**src/rtl/mem_request_responder.sv**
```systemverilog
// Memory request responder: serializes instruction fetches and data loads/stores
// from the datapath onto one RAM port, with fixed data priority and an access watchdog.
module mem_request_responder #(
    parameter int unsigned TIMEOUT = 16,
    parameter logic [31:0] ERRWORD = 32'hBAD1BAD1
) (
    input  logic        CLK,
    input  logic        RST,
    input  logic        iREN,
    input  logic [31:0] iaddr,
    input  logic        dREN,
    input  logic        dWEN,
    input  logic [31:0] daddr,
    input  logic [31:0] dstore,
    output logic        ihit,
    output logic [31:0] iload,
    output logic        dhit,
    output logic [31:0] dload,
    output logic        ramREN,
    output logic        ramWEN,
    output logic [31:0] ramaddr,
    output logic [31:0] ramstore,
    input  logic [31:0] ramload,
    input  logic        ramready,
    output logic        err
);

    typedef enum logic [1:0] {
        IDLE,
        DACC,
        IACC,
        RESP
    } state_t;

    localparam logic [7:0] WD_LAST = 8'(TIMEOUT - 1);

    state_t      state;
    logic [7:0]  wd_count;
    logic        is_write;
    logic        acc_done;
    logic [31:0] resp_word;

    assign acc_done = ramready || (wd_count == WD_LAST);

    // Writes always return 0; a read returns RAM data, or ERRWORD if it timed out.
    always_comb begin
        resp_word = '0;
        if (!is_write) begin
            resp_word = ramready ? ramload : ERRWORD;
        end
    end

    always_ff @(posedge CLK) begin
        if (RST) begin
            state    <= IDLE;
            wd_count <= '0;
            is_write <= 1'b0;
            ihit     <= 1'b0;
            iload    <= '0;
            dhit     <= 1'b0;
            dload    <= '0;
            ramREN   <= 1'b0;
            ramWEN   <= 1'b0;
            ramaddr  <= '0;
            ramstore <= '0;
            err      <= 1'b0;
        end else begin
            ihit  <= 1'b0;
            iload <= '0;
            dhit  <= 1'b0;
            dload <= '0;
            case (state)
                IDLE: begin
                    wd_count <= '0;
                    if (dREN || dWEN) begin
                        state    <= DACC;
                        is_write <= dWEN;
                        ramWEN   <= dWEN;
                        ramREN   <= !dWEN;
                        ramaddr  <= {daddr[31:2], 2'b00};
                        ramstore <= dWEN ? dstore : '0;
                    end else if (iREN) begin
                        state    <= IACC;
                        is_write <= 1'b0;
                        ramWEN   <= 1'b0;
                        ramREN   <= 1'b1;
                        ramaddr  <= {iaddr[31:2], 2'b00};
                        ramstore <= '0;
                    end
                end
                DACC, IACC: begin
                    if (acc_done) begin
                        state    <= RESP;
                        ramREN   <= 1'b0;
                        ramWEN   <= 1'b0;
                        ramaddr  <= '0;
                        ramstore <= '0;
                        // ramready beats a coinciding timeout, so err only on a true expiry
                        if (!ramready) begin
                            err <= 1'b1;
                        end
                        if (state == DACC) begin
                            dhit  <= 1'b1;
                            dload <= resp_word;
                        end else begin
                            ihit  <= 1'b1;
                            iload <= resp_word;
                        end
                    end else begin
                        wd_count <= wd_count + 8'd1;
                    end
                end
                RESP: begin
                    state <= IDLE;
                end
                default: begin
                    state <= IDLE;
                end
            endcase
        end
    end

endmodule

```
**config.mk**
```make
export PLATFORM = sky130hd
export DESIGN_NAME = mem_request_responder
export DESIGN_NICKNAME = d
export VERILOG_FILES = /design/src/rtl/mem_request_responder.sv
export SDC_FILE = /design/constraint.sdc
export NUM_CORES = 1
export LEC_CHECK = 0
export CORE_MARGIN = 2
export CORE_UTILIZATION = 30
export CTS_BUF_LIST = sky130_fd_sc_hd__clkbuf_8
export DETAILED_ROUTE_END_ITERATION = 10
export HOLD_SLACK_MARGIN = 0.06
export PLACE_DENSITY_LB_ADDON = 0.1
export SETUP_SLACK_MARGIN = 0.05
export SLEW_MARGIN = 20
export SYNTH_ARGS = -nofsm -noshare
export SYNTH_HDL_FRONTEND = slang
export SYNTH_SLANG_ARGS = --single-unit
```
**constraint.sdc**
```tcl
create_clock -name CLK -period 2.9 [get_ports CLK]
set_input_delay 0.58 -clock CLK [delete_from_list [all_inputs] [get_ports CLK]]
set_output_delay 0.58 -clock CLK [all_outputs]
set_load 0.01 [all_outputs]
```
==> results of run 1 <==
-- stage by stage --
stage | area [sq um] | total power [mW] | hold slack [ns] | utilization
after global routing | 8280 | 6.88 | 0.485 | 0.499
final | 8290 | 6.48 | 0.453 | 0.500
after detailed placement | 7900 | 5.02 | 0.440 | 0.477
after floorplan | 5100 | 3.77 | 0.450 | -
after CTS | 8280 | 6.58 | 0.459 | 0.499
after global placement | 7900 | 4.97 | 0.437 | 0.477
-- area by class of cell --
| class | instances | share of cell area |
|---|---|---|
| diodes | 1 | 0.000302 |
| clock buffers | 17 | 0.0282 |
| clock inverters | 14 | 0.0177 |
| inverters | 21 | 0.00951 |
| multi-input cells | 329 | 0.242 |
| flip-flops and latches | 142 | 0.343 |
| well taps | 220 | 0.0332 |
| repair buffers | 272 | 0.326 |
-- kinds of logic after synthesis --
family | count (synthesis)
AND/OR/NAND/NOR | 156
flip-flops | 142
AO/OA/AOI/OAI | 137
buffers and inverters | 60
multiplexers | 30
adder cells (fa/ha/maj) | 4
other | 1
-- registers in the layout (all words and copies together), names as in the netlist, 2 cells and up --
register and count:
ramaddr 30, state 2, ramstore 32, dload 32, wd_count 8, iload 32
-- synthesized netlist by cell type (2+ instances only) --
cell type	n
sky130_fd_sc_hd__dfxtp_1	142
sky130_fd_sc_hd__a21oi_1	37
sky130_fd_sc_hd__a21o_1	22
sky130_fd_sc_hd__a31oi_1	5
sky130_fd_sc_hd__buf_4	6
sky130_fd_sc_hd__nand3_1	12
sky130_fd_sc_hd__o21ai_0	36
sky130_fd_sc_hd__a22o_1	32
sky130_fd_sc_hd__ha_1	4
sky130_fd_sc_hd__or2_2	2
sky130_fd_sc_hd__and3_1	3
sky130_fd_sc_hd__nand2b_1	3
sky130_fd_sc_hd__nor4_1	2
sky130_fd_sc_hd__nor2b_1	2
sky130_fd_sc_hd__nand2_1	48
sky130_fd_sc_hd__buf_2	10
sky130_fd_sc_hd__or3_1	3
sky130_fd_sc_hd__mux2_2	30
sky130_fd_sc_hd__clkbuf_1	20
sky130_fd_sc_hd__inv_1	21
sky130_fd_sc_hd__nor2_1	72
sky130_fd_sc_hd__clkbuf_2	2
-- final timing paths --
kind                                endpoint  slack, ns  cells after the start
worst max-delay path            ramstore[19]       0.74                      7
worst min-delay path                  ramWEN       0.45                      1
worst max register to register  ramstore[19]       0.74                      7
worst min register to register        ramWEN       0.45                      1
-- report_power, final --
| part | switching [mW] | total, mW | internal [mW] |
|---|---|---|---|
| combinational | 1.27 | 2.44 | 1.17 |
| clock | 0.764 | 1.52 | 0.760 |
| sequential | 0.196 | 2.52 | 2.32 |
-- metal layers --
layer / track usage / vias to the layer above
met2: 0.290 / 193
met5: 0 / -
met4: 0.0538 / 0
met3: 0.0711 / 15
met1: 0.187 / 2139
li1: - / 2303
-- worst register-to-register path: cells and delay by family (launching register included) --
| kind | cells | cell delay [ns] |
|---|---|---|
| compound gates | 3 | 0.73 |
| buf+inv | 2 | 0.42 |
| fa+ha+maj | 1 | 0.42 |
| flops | 1 | 0.37 |
| simple gates | 1 | 0.19 |
==> reports/qor_table.md, run 1 <==
| Item | Reported | Unit |
|:---|:---|:---|
| Result of the run | finished, final reports clean | - |
| Layout-stage area growth over the synthesis result | 62.7 | % |
| Required time of the worst setup path | 3.29 | ns |
| Overall routed net length | 15,400 | um |
| Deepest clock path buffer count | 2 | - |
| Clock latency on the worst-skew pair | 0.44 | ns |
| Period utilization | 0.746 | - |
| Final HPWL from detailed placement | 11,000 | um |
| Portion of the post-synthesis area used by sequential elements | 0.558 | - |
| Final setup fails | 0 | - |
| Synthesized-area fraction occupied by xor and xnor cells | 0 | - |
| Total routed wire length on the met1 layer | 6320 | um |
| Post-synthesis average cell area | 9.61 | sq um |
| Hold-fix buffer count after cts | 0 | - |
| Max Fanout on Critical Path | 34 | - |
| Number of vias after detailed routing | 4,650 | - |
| Fraction of synthesized cell area taken by the top area cell type | 0.558 | - |
| Clock buffers created by TritonCTS | 17 | - |
| Max Clock Freq | 0.462 | GHz |
| Drt via density | 4.58 | - |
| Async set or reset register ratio after synthesis | 0 | - |
| DIE WIDTH | 134 | um |
| Overall fraction of global-route tracks in use | 0.168 | - |
| Crit-path cells | inv_1, ha_1, nand2b_1, a21o_1, a21oi_2, buf_4, a22o_1 | - |
| Slowest Stage Delay on Critical Path | 0.42 | ns |
| Worst slack after detailed placement | 0.441 | ns |
| Global route overflow | 0 | - |
| Rel. slew slack | 0.459 | - |
| Reg-to-Reg Start | state[0] | - |
| Post-layout minimum cycle time | 2.16 | ns |
| Dominant combinational cell family by area after synthesis | compound AO/OA/AOI/OAI gates | - |
| Starting DRT DRC Count | 164 | - |
| Total instance count after detailed placement | 984 | - |
| Post-synthesis cell count | 530 | - |
| Startpoint types | register | - |
| Area of the multi-input gates | 2010 | sq um |
| Placeable core region | 16,600 | sq um |
| Post-cts repair resize count | 0 | - |
| Kind of critical path | reg2reg | - |
| First-pass detailed-route iteration total | 4 | - |
| Port Buffers | 260 | - |
| GPL Wtd Cong | 0.759 | - |
| Number of nets with antenna violations after detailed routing | 0 | - |
| Nets | 921 | - |
| Slew Limit Fails | 0 | - |
| Total Negative Setup Slacks | 0 | ns |
| Clock root cell | sky130_fd_sc_hd__clkbuf_8 | - |
| Class of the tightest hold or removal check | reg2reg | - |
| Cell family with most CP delay | compound AO/OA/AOI/OAI gates | - |
| Post-route worst setup slack | 0.737 | ns |
| Number of warnings issued by yosys | 0 | - |
| Depth of the CTS H-tree | 4 | - |
| Fraction of layout cells with a size suffix above 1 | 0.103 | - |
| Cell types with the largest area share after synthesis | sky130_fd_sc_hd__dfxtp_1 (56%), sky130_fd_sc_hd__mux2_2 (6.6%), sky130_fd_sc_hd__a22o_1 (5.5%) | - |
| Number of post-CTS setup repair buffers | 0 | - |
| Most common library cell in the layout ignoring fill and taps | sky130_fd_sc_hd__clkdlybuf4s50_1 | - |
| Number of antenna violations at the first check in global routing | 1 | - |
| Number of buffers and inverters on the critical path | 2 | - |
| Multiplexer share of the synthesized area | 0.0663 | - |
| Max IR drop VDD | 0.388 | mV |
| Power per cell area | 782 | nW/um^2 |
| Largest net degree at the start of global routing | 35 | - |
| Most common flop cell mapped by yosys | sky130_fd_sc_hd__dfxtp_1 | - |
| CTS clk-pin slew, worst paths | 0.08 | ns |
| Global-route wire length before repair | 23,700 | um |
| Clock sinks | 142 | - |
| Kind of capture point of the worst setup path | register | - |
| Full die area | 18,000 | sq um |
| Count of state elements after synthesis | 142 | - |
| Vias in the first global route | 4,621 | - |
| WP data arrival | 2.55 | ns |
| Complex-gate fraction of the synthesized area | 0.174 | - |
| Summed instance area of the synthesized netlist | 5090 | sq um |
| Total length of routed met2 wires | 7480 | um |
| Fill count | 1,543 | - |
| Startpoint of the most critical hold path | ramWEN | - |
| Mean routed wirelength per cell | 15.2 | um |
| Max stage delay cell, worst path | sky130_fd_sc_hd__ha_1 | - |
| Post-route DRC violation count | 0 | - |
| Top layer in use | met4 | - |
| P_leak | 3.27 | nW |
| Count of boundary I/O pins | 267 | - |
| Biggest area consumer among synthesized cells | sky130_fd_sc_hd__dfxtp_1 | - |
| Initial cell density of the core | 0.307 | - |
| Y dimension of the die | 134 | um |
| Worst Setup SP | state[0] | - |
| Storage element area | 2840 | sq um |
| Met3 wire length | 1420 | um |
| Post-route non-filler standard cell count | 1,016 | - |
| Clock tree from TritonCTS | built | - |
| Fraction of the mapped netlist area in simple logic gates | 0.140 | - |
| Final-report hold violation count | 0 | - |
| Max-cap violations | 0 | - |
| Leading cell types in the layout, fill and taps excluded | sky130_fd_sc_hd__clkdlybuf4s50_1 (259), sky130_fd_sc_hd__dfxtp_1 (142), sky130_fd_sc_hd__nor2_1 (70) | - |
| Largest clock skew in the final design | 0.0115 | ns |
| Fraction of the mapped netlist area in adder cells | 0.00983 | - |
| Unique masters post-synth | 38 | - |
| RSZ-0062 raised after global routing | no | - |
| Number of synthesized flops with an enable pin | 0 | - |
| Row Count | 47 | - |
| Worst-margin pin slew | 0.810 | ns |
No activity file was read; power rests on OpenSTA's default activity.
==> run 2: changes to the inputs <==
==> constraint.sdc (replaced) <==
create_clock -name CLK -period 2.13 [get_ports CLK]
set_input_delay 0.426 -clock CLK [delete_from_list [all_inputs] [get_ports CLK]]
set_output_delay 0.426 -clock CLK [all_outputs]
set_load 0.01 [all_outputs]
==> reports/qor_table.md, run 2 (synthesized netlist as in run 1, its figures left out) <==
| Item | Reported | Unit | Change |
|:---|:---|:---|:---|
| Result of the run | finished, final reports clean | - |  |
| Global-route wire length before repair | 23,900 | um | +0.73% |
| Overall routed net length | 15,400 | um | -0.12% |
| Number of antenna cells inserted | 0 | - | -1 |
| Placeable core region | 16,600 | sq um | unchanged |
| Worst-case reg-to-reg path depth | 7 | - | unchanged |
| Largest clock skew in the final design | 0.0140 | ns | +0.00249 ns |
| Number of nets with antenna violations after detailed routing | 0 | - | unchanged |
| Full die area | 18,000 | sq um | unchanged |
| Critical R2R Capture | ramstore[7] | - |  |
| Drt via density | 4.60 | - | +0.43% |
| Mean routed wirelength per cell | 15.1 | um | -0.81% |
| Final-report hold violation count | 0 | - | unchanged |
| Nets | 929 | - | +0.87% |
| Max Clock Freq | 0.522 | GHz | +13% |
| Y dimension of the die | 134 | um | unchanged |
| Clock latency on the worst-skew pair | 0.44 | ns | about the same |
| GPL Wtd Cong | 0.794 | - | +4.7% |
| Layout-stage area growth over the synthesis result | 66.9 | % |  |
| Global route overflow | 0 | - | unchanged |
| Hold-fix buffer count after cts | 0 | - | unchanged |
| Number of vias after detailed routing | 4,702 | - | +1.1% |
| Count of boundary I/O pins | 267 | - | unchanged |
| Instance count along the most critical hold path | 2 | - | +1 |
| Capture endpoint of the worst hold path | wd_count[0] | - |  |
| Slowest Stage Delay on Critical Path | 0.37 | ns | -0.05 ns |
| P_leak | 3.37 | nW | +3.0% |
| Max IR drop VDD | 0.452 | mV | +17% |
| Initial cell density of the core | 0.307 | - | unchanged |
| Total placed instance area | 8050 | sq um | +1.9% |
| Vias in the first global route | 4,824 | - | +4.4% |
| Clock sinks | 142 | - | unchanged |
| CTS clk-pin slew, worst paths | 0.08 | ns | about the same |
| Largest net degree at the start of global routing | 37 | - | +5.7% |
| Clock tree from TritonCTS | built | - |  |
| RSZ-0062 raised after global routing | no | - |  |
| Fraction of layout cells with a size suffix above 1 | 0.113 | - | +0.0102 |
| Clock buffers created by TritonCTS | 17 | - | unchanged |
| Leading cell types in the layout, fill and taps excluded | sky130_fd_sc_hd__clkdlybuf4s50_1 (259), sky130_fd_sc_hd__dfxtp_1 (142), sky130_fd_sc_hd__nor2_1 (70) | - |  |
| Port Buffers | 260 | - | unchanged |
| Depth of the CTS H-tree | 4 | - | unchanged |
| Deepest clock path buffer count | 2 | - | unchanged |
| Max Fanout on Critical Path | 34 | - | unchanged |
| Final setup fails | 0 | - | unchanged |
| Post-route DRC violation count | 0 | - | unchanged |
| Power per cell area | 1100 | nW/um^2 | +41% |
| Clock root cell | sky130_fd_sc_hd__clkbuf_8 | - |  |
| Startpoint types | register | - |  |
| Startpoint of the most critical hold path | RST | - |  |
| Post-route cell area | 8500 | sq um | +2.6% |
| Final HPWL from detailed placement | 11,100 | um | +0.16% |
| Crit-path cells | inv_1, ha_1, nand2b_1, a21o_2, a21oi_2, buf_12, a22o_1 | - |  |
| First-pass detailed-route iteration total | 4 | - | unchanged |
| Number of buffers and inverters on the critical path | 2 | - | unchanged |
| Kind of critical path | reg2reg | - |  |
| Class of the tightest hold or removal check | in2reg | - |  |
| Overall fraction of global-route tracks in use | 0.170 | - | +0.00195 |
| Row Count | 47 | - | unchanged |
| Kind of capture point of the worst setup path | register | - |  |
| Worst Setup SP | state[0] | - |  |
| Post-layout power | 9.38 | mW | +45% |
| WP data arrival | 2.30 | ns | -0.25 ns |
| Slew Limit Fails | 0 | - | unchanged |
| Registers with the most flip-flops | dload: 32 flops, iload: 32 flops, ramstore: 32 flops | - |  |
| Number of antenna violations at the first check in global routing | 0 | - | -1 |
| DIE WIDTH | 134 | um | unchanged |
| Post-layout minimum cycle time | 1.92 | ns | -0.248 ns |
| Max-cap violations | 0 | - | unchanged |
| Fin util | 0.512 | - | +0.0128 |
| Most common library cell in the layout ignoring fill and taps | sky130_fd_sc_hd__clkdlybuf4s50_1 | - |  |
| Reg-to-Reg Start | state[0] | - |  |
| Register-to-Register Setup Slack | 0.21 | ns | -0.52 ns |
| Max stage delay cell, worst path | sky130_fd_sc_hd__dfxtp_1 | - |  |
| Period utilization | 0.899 | - | +0.153 |
| Starting DRT DRC Count | 161 | - | -1.8% |
| Cell family with most CP delay | compound AO/OA/AOI/OAI gates | - |  |
| Required time of the worst setup path | 2.51 | ns | -0.78 ns |
run 2: changes by cell type in the layout (fill, tap and decap cells not counted), moves of 2 or more:
cell / delta
sky130_fd_sc_hd__buf_12: +7
sky130_fd_sc_hd__bufinv_16: +2
sky130_fd_sc_hd__clkbuf_8: +3
sky130_fd_sc_hd__clkinv_4: -2
sky130_fd_sc_hd__inv_6: -2
run 2: cell type report:
type | count | area, sq um
Clock buffer | 20 | 275
Clock inverter | 11 | 166
Fill cell | 1536 | 8090
Inverter | 21 | 78.8
Multi-Input combinational cell | 329 | 2010
Sequential cell | 142 | 2840
Tap cell | 220 | 275
Timing Repair Buffer | 280 | 2850
run 2: timing repair:
item / CTS / global route
setup endpoints to repair: 0 / 3
resized for setup: 0 / 2
setup buffers: 0 / 0
endpoints found under the hold margin: 0 / 0
run 2: stage by stage:
step,hold WS [ns],setup TNS [ns],setup slack (ns),instances
CTS,0.308,0,0.139,1023
floorplan,0.450,0,0.292,531
finish,0.345,0,0.215,1023
global placement,0.436,0,0.0177,992
detailed placement,0.444,-0.0709,-0.0232,992
global route,0.339,0,0.0805,1023
run 2: worst max-delay path by stage:
stage	depth (start not counted)	to	slack (ns)
floorplan	7	ramstore[22]	0.29
global placement	6	ramstore[19]	0.02
detailed placement	6	ramaddr[3]	-0.02
CTS	7	ramstore[7]	0.14
global route	7	ramstore[11]	0.08
finish	7	ramstore[7]	0.21
run 2: power by group:
| group | switching, mW | internal (mW) | total [mW] |
|---|---|---|---|
| registers | 0.227 | 3.16 | 3.39 |
| logic | 1.80 | 1.82 | 3.62 |
| clock network | 1.01 | 1.36 | 2.37 |
| total | 3.04 | 6.34 | 9.38 |
run 2: per-layer routing:
| layer | vias up | wire, um | GRT usage |
|---|---|---|---|
| met5 | - | 0 | 0 |
| li1 | 2318 | - | - |
| met1 | 2162 | 6130 | 0.182 |
| met3 | 24 | 1570 | 0.0816 |
| met2 | 198 | 7290 | 0.283 |
| met4 | 0 | 427 | 0.0772 |
==> run 3: changes to the inputs <==
--- a/config.mk
+++ b/config.mk
@@ -6,7 +6,7 @@
 export NUM_CORES = 1
 export LEC_CHECK = 0
 export CORE_MARGIN = 2
-export CORE_UTILIZATION = 30
+export CORE_UTILIZATION = 32
 export CTS_BUF_LIST = sky130_fd_sc_hd__clkbuf_8
 export DETAILED_ROUTE_END_ITERATION = 10
 export HOLD_SLACK_MARGIN = 0.06
==> reports/qor_table.md, run 3 (synthesized netlist as in run 1, its figures left out) <==
| Item | Reported | Unit | Change |
|:---|:---|:---|:---|
| Result of the run | finished, final reports clean | - |  |
| Clock root cell | sky130_fd_sc_hd__clkbuf_8 | - |  |
| First-pass detailed-route iteration total | 4 | - | unchanged |
| Power per cell area | 1080 | nW/um^2 | -2.0% |
| GPL Wtd Cong | 0.781 | - | -1.7% |
| P_leak | 3.34 | nW | -0.78% |
| Vias in the first global route | 4,573 | - | -5.2% |
| Number of vias after detailed routing | 4,676 | - | -0.55% |
| Post-layout minimum cycle time | 1.87 | ns | -0.0409 ns |
| Placeable core region | 15,700 | sq um | -5.3% |
| Fraction of layout cells with a size suffix above 1 | 0.114 | - | +0.000961 |
| Number of nets with antenna violations after detailed routing | 0 | - | unchanged |
| Cell family with most CP delay | compound AO/OA/AOI/OAI gates | - |  |
| Full die area | 16,900 | sq um | -6.1% |
| Clock latency on the worst-skew pair | 0.45 | ns | about the same |
| Max Fanout on Critical Path | 34 | - | unchanged |
| Slowest Stage Delay on Critical Path | 0.40 | ns | +0.03 ns |
| Final setup fails | 0 | - | unchanged |
| Kind of capture point of the worst setup path | register | - |  |
| Post-route cell area | 8440 | sq um | -0.71% |
| Clock tree from TritonCTS | built | - |  |
| Number of buffers and inverters on the critical path | 2 | - | unchanged |
| Leading cell types in the layout, fill and taps excluded | sky130_fd_sc_hd__clkdlybuf4s50_1 (260), sky130_fd_sc_hd__dfxtp_1 (142), sky130_fd_sc_hd__nor2_1 (70) | - |  |
| Final-report hold violation count | 0 | - | unchanged |
| Global-route wire length before repair | 22,600 | um | -5.4% |
| Number of antenna cells inserted | 0 | - | unchanged |
| Layout-stage area growth over the synthesis result | 65.7 | % |  |
| Startpoint types | register | - |  |
| Max IR drop VDD | 0.512 | mV | +13% |
| Overall fraction of global-route tracks in use | 0.171 | - | +0.00152 |
| DIE WIDTH | 130 | um | -3.1% |
| Kind of critical path | reg2reg | - |  |
| Row Count | 46 | - | -2.1% |
| Drt via density | 4.58 | - | -0.36% |
| Global route overflow | 0 | - | unchanged |
| Most common library cell in the layout ignoring fill and taps | sky130_fd_sc_hd__clkdlybuf4s50_1 | - |  |
| CTS clk-pin slew, worst paths | 0.08 | ns | about the same |
| Clock buffers created by TritonCTS | 17 | - | unchanged |
| Period utilization | 0.880 | - | -0.0192 |
| Initial cell density of the core | 0.324 | - | +0.0170 |
| Largest clock skew in the final design | 0.0124 | ns | -0.00159 ns |
| WP data arrival | 2.27 | ns | -0.03 ns |
| Port Buffers | 260 | - | unchanged |
| Nets | 931 | - | +0.22% |
| Post-route DRC violation count | 0 | - | unchanged |
| Slew Limit Fails | 0 | - | unchanged |
| RSZ-0062 raised after global routing | no | - |  |
| Max-cap violations | 0 | - | unchanged |
| Crit-path cells | inv_1, ha_2, nand2b_1, a21o_1, a21oi_2, buf_12, a22o_1 | - |  |
| Count of boundary I/O pins | 267 | - | unchanged |
| Class of the tightest hold or removal check | reg2reg | - |  |
| Required time of the worst setup path | 2.52 | ns | about the same |
| Post-route worst setup slack | 0.256 | ns | +0.0409 ns |
| Worst slack after detailed placement | -0.0755 | ns | -0.0523 ns |
| Max Clock Freq | 0.534 | GHz | +2.2% |
| Total placed instance area | 8020 | sq um | -0.44% |
| Clock sinks | 142 | - | unchanged |
| Number of antenna violations at the first check in global routing | 0 | - | unchanged |
| Deepest clock path buffer count | 2 | - | unchanged |
| Registers with the most flip-flops | dload: 32 flops, iload: 32 flops, ramstore: 32 flops | - |  |
| Hold-fix buffer count after cts | 0 | - | unchanged |
| Overall routed net length | 15,000 | um | -2.7% |
| Starting DRT DRC Count | 188 | - | +17% |
| Max stage delay cell, worst path | sky130_fd_sc_hd__ha_2 | - |  |
| Y dimension of the die | 130 | um | -3.1% |
| Depth of the CTS H-tree | 4 | - | unchanged |
| Mean routed wirelength per cell | 14.7 | um | -2.5% |
| Final HPWL from detailed placement | 10,800 | um | -2.7% |
| Largest net degree at the start of global routing | 35 | - | -5.4% |
| Register-to-Register Setup Slack | 0.26 | ns | +0.04 ns |
[run 3: cell count changes in the layout (fill, tap and decap cells not counted), moves of 2 or more]
cell and change:
sky130_fd_sc_hd__buf_12 -4, sky130_fd_sc_hd__buf_4 +5, sky130_fd_sc_hd__clkinv_2 +2, sky130_fd_sc_hd__clkinv_4 -2
[run 3: final cells by class]
cell class,count,area (sq um)
repair buffers,282,2820
flip-flops and latches,142,2840
clock inverters,12,145
fillers,1442,7270
clock buffers,19,262
multi-input cells,329,2020
inverters,21,78.8
well taps,216,270
[run 3: worst paths after layout]
check,from,to,depth (start not counted)
worst max register to register,state[0],ramstore[18],7
worst min-delay path,ramREN,ramREN,1
worst min register to register,ramREN,ramREN,1
worst max-delay path,state[0],ramstore[18],7
[run 3: power by group]
part	switching [mW]	total, mW	internal, mW	leakage [nW]
clock	1.02	2.23	1.20	0.210
sequential	0.245	3.41	3.16	1.15
combinational	1.75	3.49	1.74	1.97
total	3.02	9.13	6.11	3.34
[run 3: repair_timing]
action | in CTS | in global routing
setup endpoints to repair | 0 | 32
setup buffers | 0 | 0
resized for setup | 0 | 4
[run 3: per-layer routing]
metal,vias to the layer above,track usage,wire length [um]
met3,14,0.0660,1270
met5,-,0,0
met1,2170,0.193,6020
li1,2323,-,-
met2,169,0.298,7530
met4,0,0.0550,174
[run 3: stage by stage]
step                TNS [ns]  cells  total power [mW]  hold WS (ns)   util
finish                     0   1021              9.13         0.465  0.537
global route               0   1021              9.70         0.491  0.537
CTS                        0   1021              9.20         0.470  0.536
detailed placement     -1.71    990              6.95         0.444  0.510
global placement     -0.0459    990              6.88         0.436  0.510
floorplan                  0    531              5.14         0.450      -
==> RTL change 1: new RTL, flow settings as in run 2 <==
Encoding of `state_t`: now one-hot (4 bits for 4 states).
--- a/src/rtl/mem_request_responder.sv
+++ b/src/rtl/mem_request_responder.sv
@@ -27,7 +27,7 @@
 
-    typedef enum logic [1:0] {
-        IDLE,
-        DACC,
-        IACC,
-        RESP
+    typedef enum logic [3:0] {
+        IDLE = 4'b0001,
+        DACC = 4'b0010,
+        IACC = 4'b0100,
+        RESP = 4'b1000
     } state_t;
Check against the original RTL: no difference found for any inputs over 4 cycles, from zero or initial values and one cycle with RST high; so few cycles prove little.
==> RTL change 1 against run 2 <==
Sequential cell count is 2 higher; area after synthesis is 3.9% lower; worst hold slack better by 0.12 ns; worst setup slack worse by 0.041 ns; maximum frequency is 2.1% lower; sequential share of layout area is 1.7 points higher; routed wire length hardly changed; design area is 3.6% lower; highest routed layer unchanged.
Power is not compared: it rests on default switching activity, and its combinational part moved more than twofold at a synthesized area within 25%.
==> RTL change 1: results (changes against run 2) <==
Critical Path Fanout Max: 50 (+47%)
fraction of layout cells with a size suffix above 1: 8.70% (-2.6 points)
Worst R2R End: ramstore[18]
sequential area share after synthesis: 58.9% (+3.1 points)
first-pass GRT wire length: 24.8 mm (+3.6%)
Hold Path Cell Cnt: 1 (-1)
wirelength, routed: 15.4 mm (about the same)
CTS Buffer Depth: 2 (unchanged)
drt first-iter violations: 188 (+17%)
Setup Skew: 0.0152 ns (+0.00121 ns)
vias in the first global route: 4682 (-2.9%)
outcome: finished clean
Hold WC Path Type: reg -> reg
pre-CTS setup slack: -0.0636 ns (-0.0404 ns)
placed wire-length estimate: 11.1 mm (+0.12%)
FF-to-FF Start: wd_count[0]
number of antenna diodes: 0 (unchanged)
Synth top cells by count: 144 x dfxtp_1, 71 x nor2_1, 33 x a21oi_1
Nets: 881 (-5.2%)
DR vias: 4527 (-3.7%)
Hold Crit Start: ramaddr[29]
total track usage: 17.9% (+0.95 points)
synth top area cells: dfxtp_1 59%, a22o_1 5.7%, nor2_1 5.4%
Final Wtd Congestion: 0.762 (-4.0%)
Reg2Reg Setup Slack: 0.17 ns (-0.04 ns)
Cell variety after synth: 43 (+13%)
RTL change 1: kinds of logic (layout without fill, tap and decap cells):
family | count (synthesis) | after routing | synth area share, %
flops | 144 | 144 | 58.9
compound gates | 139 | 139 | 21.3
buf+inv | 44 | 322 | 4.37
fa+ha+maj | 1 | 1 | 0.256
simple gates | 150 | 150 | 14.9
other cells | 1 | 2 | 0.0766
xor+xnor | 1 | 1 | 0.179
RTL change 1: worst max-delay path: cells and delay by family (launching register included):
kind / cells / cell delay, ns
buffers and inverters: 2 / 0.37
AO/OA/AOI/OAI: 3 / 0.61
adder cells (fa/ha/maj): 1 / 0.21
AND/OR/NAND/NOR: 1 / 0.26
flip-flops: 1 / 0.38
RTL change 1: per-layer routing:
metal / GRT usage (%) / wire length (um) / vias to the layer above
li1: - / - / 2240
met1: 20.0 / 6140 / 2058
met2: 29.7 / 7350 / 206
met3: 8.07 / 1560 / 23
met4: 7.55 / 342 / 0
met5: 0 / 0 / -
RTL change 1: worst max path at each step:
stage / startpoint / cells past startpoint / slack, ns / to
2_1_floorplan: wd_count[0] / 7 / 0.30 / dload[11]
3_3_place_gp: dWEN / 6 / -0.02 / ramstore[17]
3_5_place_dp: dWEN / 6 / -0.06 / ramstore[26]
4_1_cts: wd_count[0] / 6 / 0.09 / iload[5]
5_1_grt: wd_count[0] / 6 / 0.06 / dload[7]
6_report: wd_count[0] / 7 / 0.17 / ramstore[18]
RTL change 1: layout make-up:
cell class                      instances  area (um2)
Fill cell                            1492        7750
Sequential cell                       144        2880
Timing Repair Buffer                  285        2840
Multi-Input combinational cell        293        1820
Tap cell                              216         270
Clock buffer                           19         262
Clock inverter                         13         103
Inverter                                5        18.8
RTL change 1: power by group through the flow:
| stage | sequential [uW] | clock, uW | combinational, uW |
|---|---|---|---|
| after floorplan | 3060 | 0 | 404 |
| after global placement | 3000 | 0 | 1180 |
| after detailed placement | 3000 | 0 | 1190 |
| after CTS | 2950 | 2080 | 1200 |
| after global routing | 2970 | 2190 | 1280 |
| final | 2940 | 1990 | 1190 |
RTL change 1: stage by stage:
step	area (um2)	std cells
2_1_floorplan	4900	481
3_3_place_gp	7810	942
3_5_place_dp	7810	942
4_1_cts	8170	974
5_1_grt	8190	975
6_report	8190	975
==> RTL change 2: new RTL, config.mk and constraints of run 2 <==
Without the edit above. Set the parameter `ERRWORD` to 32'h5D68DD68 (it was 32'hBAD1BAD1).
--- a/src/rtl/mem_request_responder.sv
+++ b/src/rtl/mem_request_responder.sv
@@ -4,3 +4,3 @@
     parameter int unsigned TIMEOUT = 16,
-    parameter logic [31:0] ERRWORD = 32'hBAD1BAD1
+    parameter logic [31:0] ERRWORD = 32'h5D68DD68
 ) (
Check against the original RTL: same outputs for any inputs over 4 cycles, from zero or initial values and one cycle with RST high; that may be too few to reach the edited logic, so the function may still have changed.
==> RTL change 2 against run 2 <==
Area after synthesis up 0.64%; design area down 1.1%; first-iteration DRC count rose by 29%; critical path depth stayed put; worst setup slack better by 0.056 ns; count of clock-buffer cells in the layout fell by 1; routed wire length shrank 5.4%; maximum frequency increased by 3.0%; power down 5.5%; sequential cell count unchanged; die area rose by 0.62%; combinational power is 1% lower; sequential power is essentially flat; utilization down 0.73 points; critical endpoint is now ramstore[24]; highest routed layer unchanged.
==> RTL change 2: results (changes against run 2) <==
outcome: finished clean
Clock Latency Late Sink: 0.44 ns (about the same)
sequential area share after synthesis: 55.5% (-0.35 points)
pre-CTS setup slack: 0.00361 ns (+0.0268 ns)
first-pass GRT wire length: 23.1 mm (-3.3%)
WP data arrival: 2.24 ns (-0.06 ns)
total track usage: 16.1% (-0.91 points)
Worst R2R End: ramstore[24]
Vias/cell: 4.54 (-1.3%)
Peak VDD IR: 0.457 mV (+1.1%)
P_leak: 0.00330 uW (-1.9%)
Hold WC Path Type: in -> reg
largest net degree at the start of global routing: 38 (+2.7%)
fraction of layout cells with a size suffix above 1: 11.7% (+0.36 points)
Hold Path End: is_write
placed wire-length estimate: 10.5 mm (-5.1%)
Reg2Reg Setup Slack: 0.27 ns (+0.06 ns)
yosys warns: 0 (unchanged)
DR vias: 4645 (-1.2%)
Synth top cells by count: 142 x dfxtp_1, 72 x nor2_1, 49 x nand2_1
Hold Path Cell Cnt: 2 (unchanged)
Final Wtd Congestion: 0.750 (-5.5%)
Placed Cells: 992 (unchanged)
Placed Area: 0.00805 mm2 (about the same)
synth top area cells: dfxtp_1 55%, mux2_2 6.6%, a22o_1 5.5%
fill count: 1543 (+0.46%)
Final Hold Slack: 0.404 ns (+0.0591 ns)
Setup Skew: 0.0136 ns (-0.000421 ns)
drt first-iter violations: 207 (+29%)
Post-Syn Instances: 530 (unchanged)
wirelength, routed: 14.6 mm (-5.4%)
asr flop ratio synth: 0% (unchanged)
area growth from synthesis to layout: 64.0%
htree depth: 4 (unchanged)
vias in the first global route: 4656 (-3.5%)
## RTL change 2: cell type report
class,instances,share of cell area (%)
flip-flops and latches,142,33.8
inverters,20,0.893
clock inverters,13,1.09
repair buffers,282,34.1
multi-input cells,328,23.8
well taps,220,3.27
clock buffers,19,3.11
## RTL change 2: logic make-up (layout without fill, tap and decap cells)
logic type                 after synthesis  count (layout)  share of synthesized area (%)
and+or+nand+nor                        156             156                           13.6
adders and majority gates                4               4                          0.977
buffers and inverters                   61             334                           5.84
other                                    1               2                         0.0732
AOI/OAI and AO/OA                      136             136                           17.4
DFF                                    142             142                           55.5
muxes                                   30              30                           6.59
## RTL change 2: how the worst max path moves through the flow
stage	from	to	slack [ns]
final	state[0]	ramstore[24]	0.27
after floorplan	state[0]	ramstore[22]	0.26
after global placement	dWEN	ramstore[17]	0.06
after CTS	state[0]	ramstore[24]	0.24
after detailed placement	dWEN	ramstore[24]	0.004
after global routing	state[0]	ramstore[24]	0.13
## RTL change 2: per-layer routing
metal | wire [um] | track usage [%] | vias up
li1 | - | - | 2318
met1 | 6270 | 19.2 | 2136
met2 | 6850 | 26.3 | 178
met3 | 1250 | 6.46 | 13
met4 | 221 | 5.50 | 0
met5 | 0 | 0 | -
## RTL change 2: where the power goes
group | switching (uW) | internal [uW]
logic | 1760 | 1810
clock network | 1030 | 867
registers | 235 | 3160
total | 3020 | 5840
## RTL change 2: critical path, stage by stage (launching register included)
cell	delay, ns
dfxtp_1	0.39
inv_1	0.06
ha_1	0.33
nand2b_1	0.12
a41o_1	0.31
a21oi_2	0.21
buf_12	0.21
a22o_1	0.17
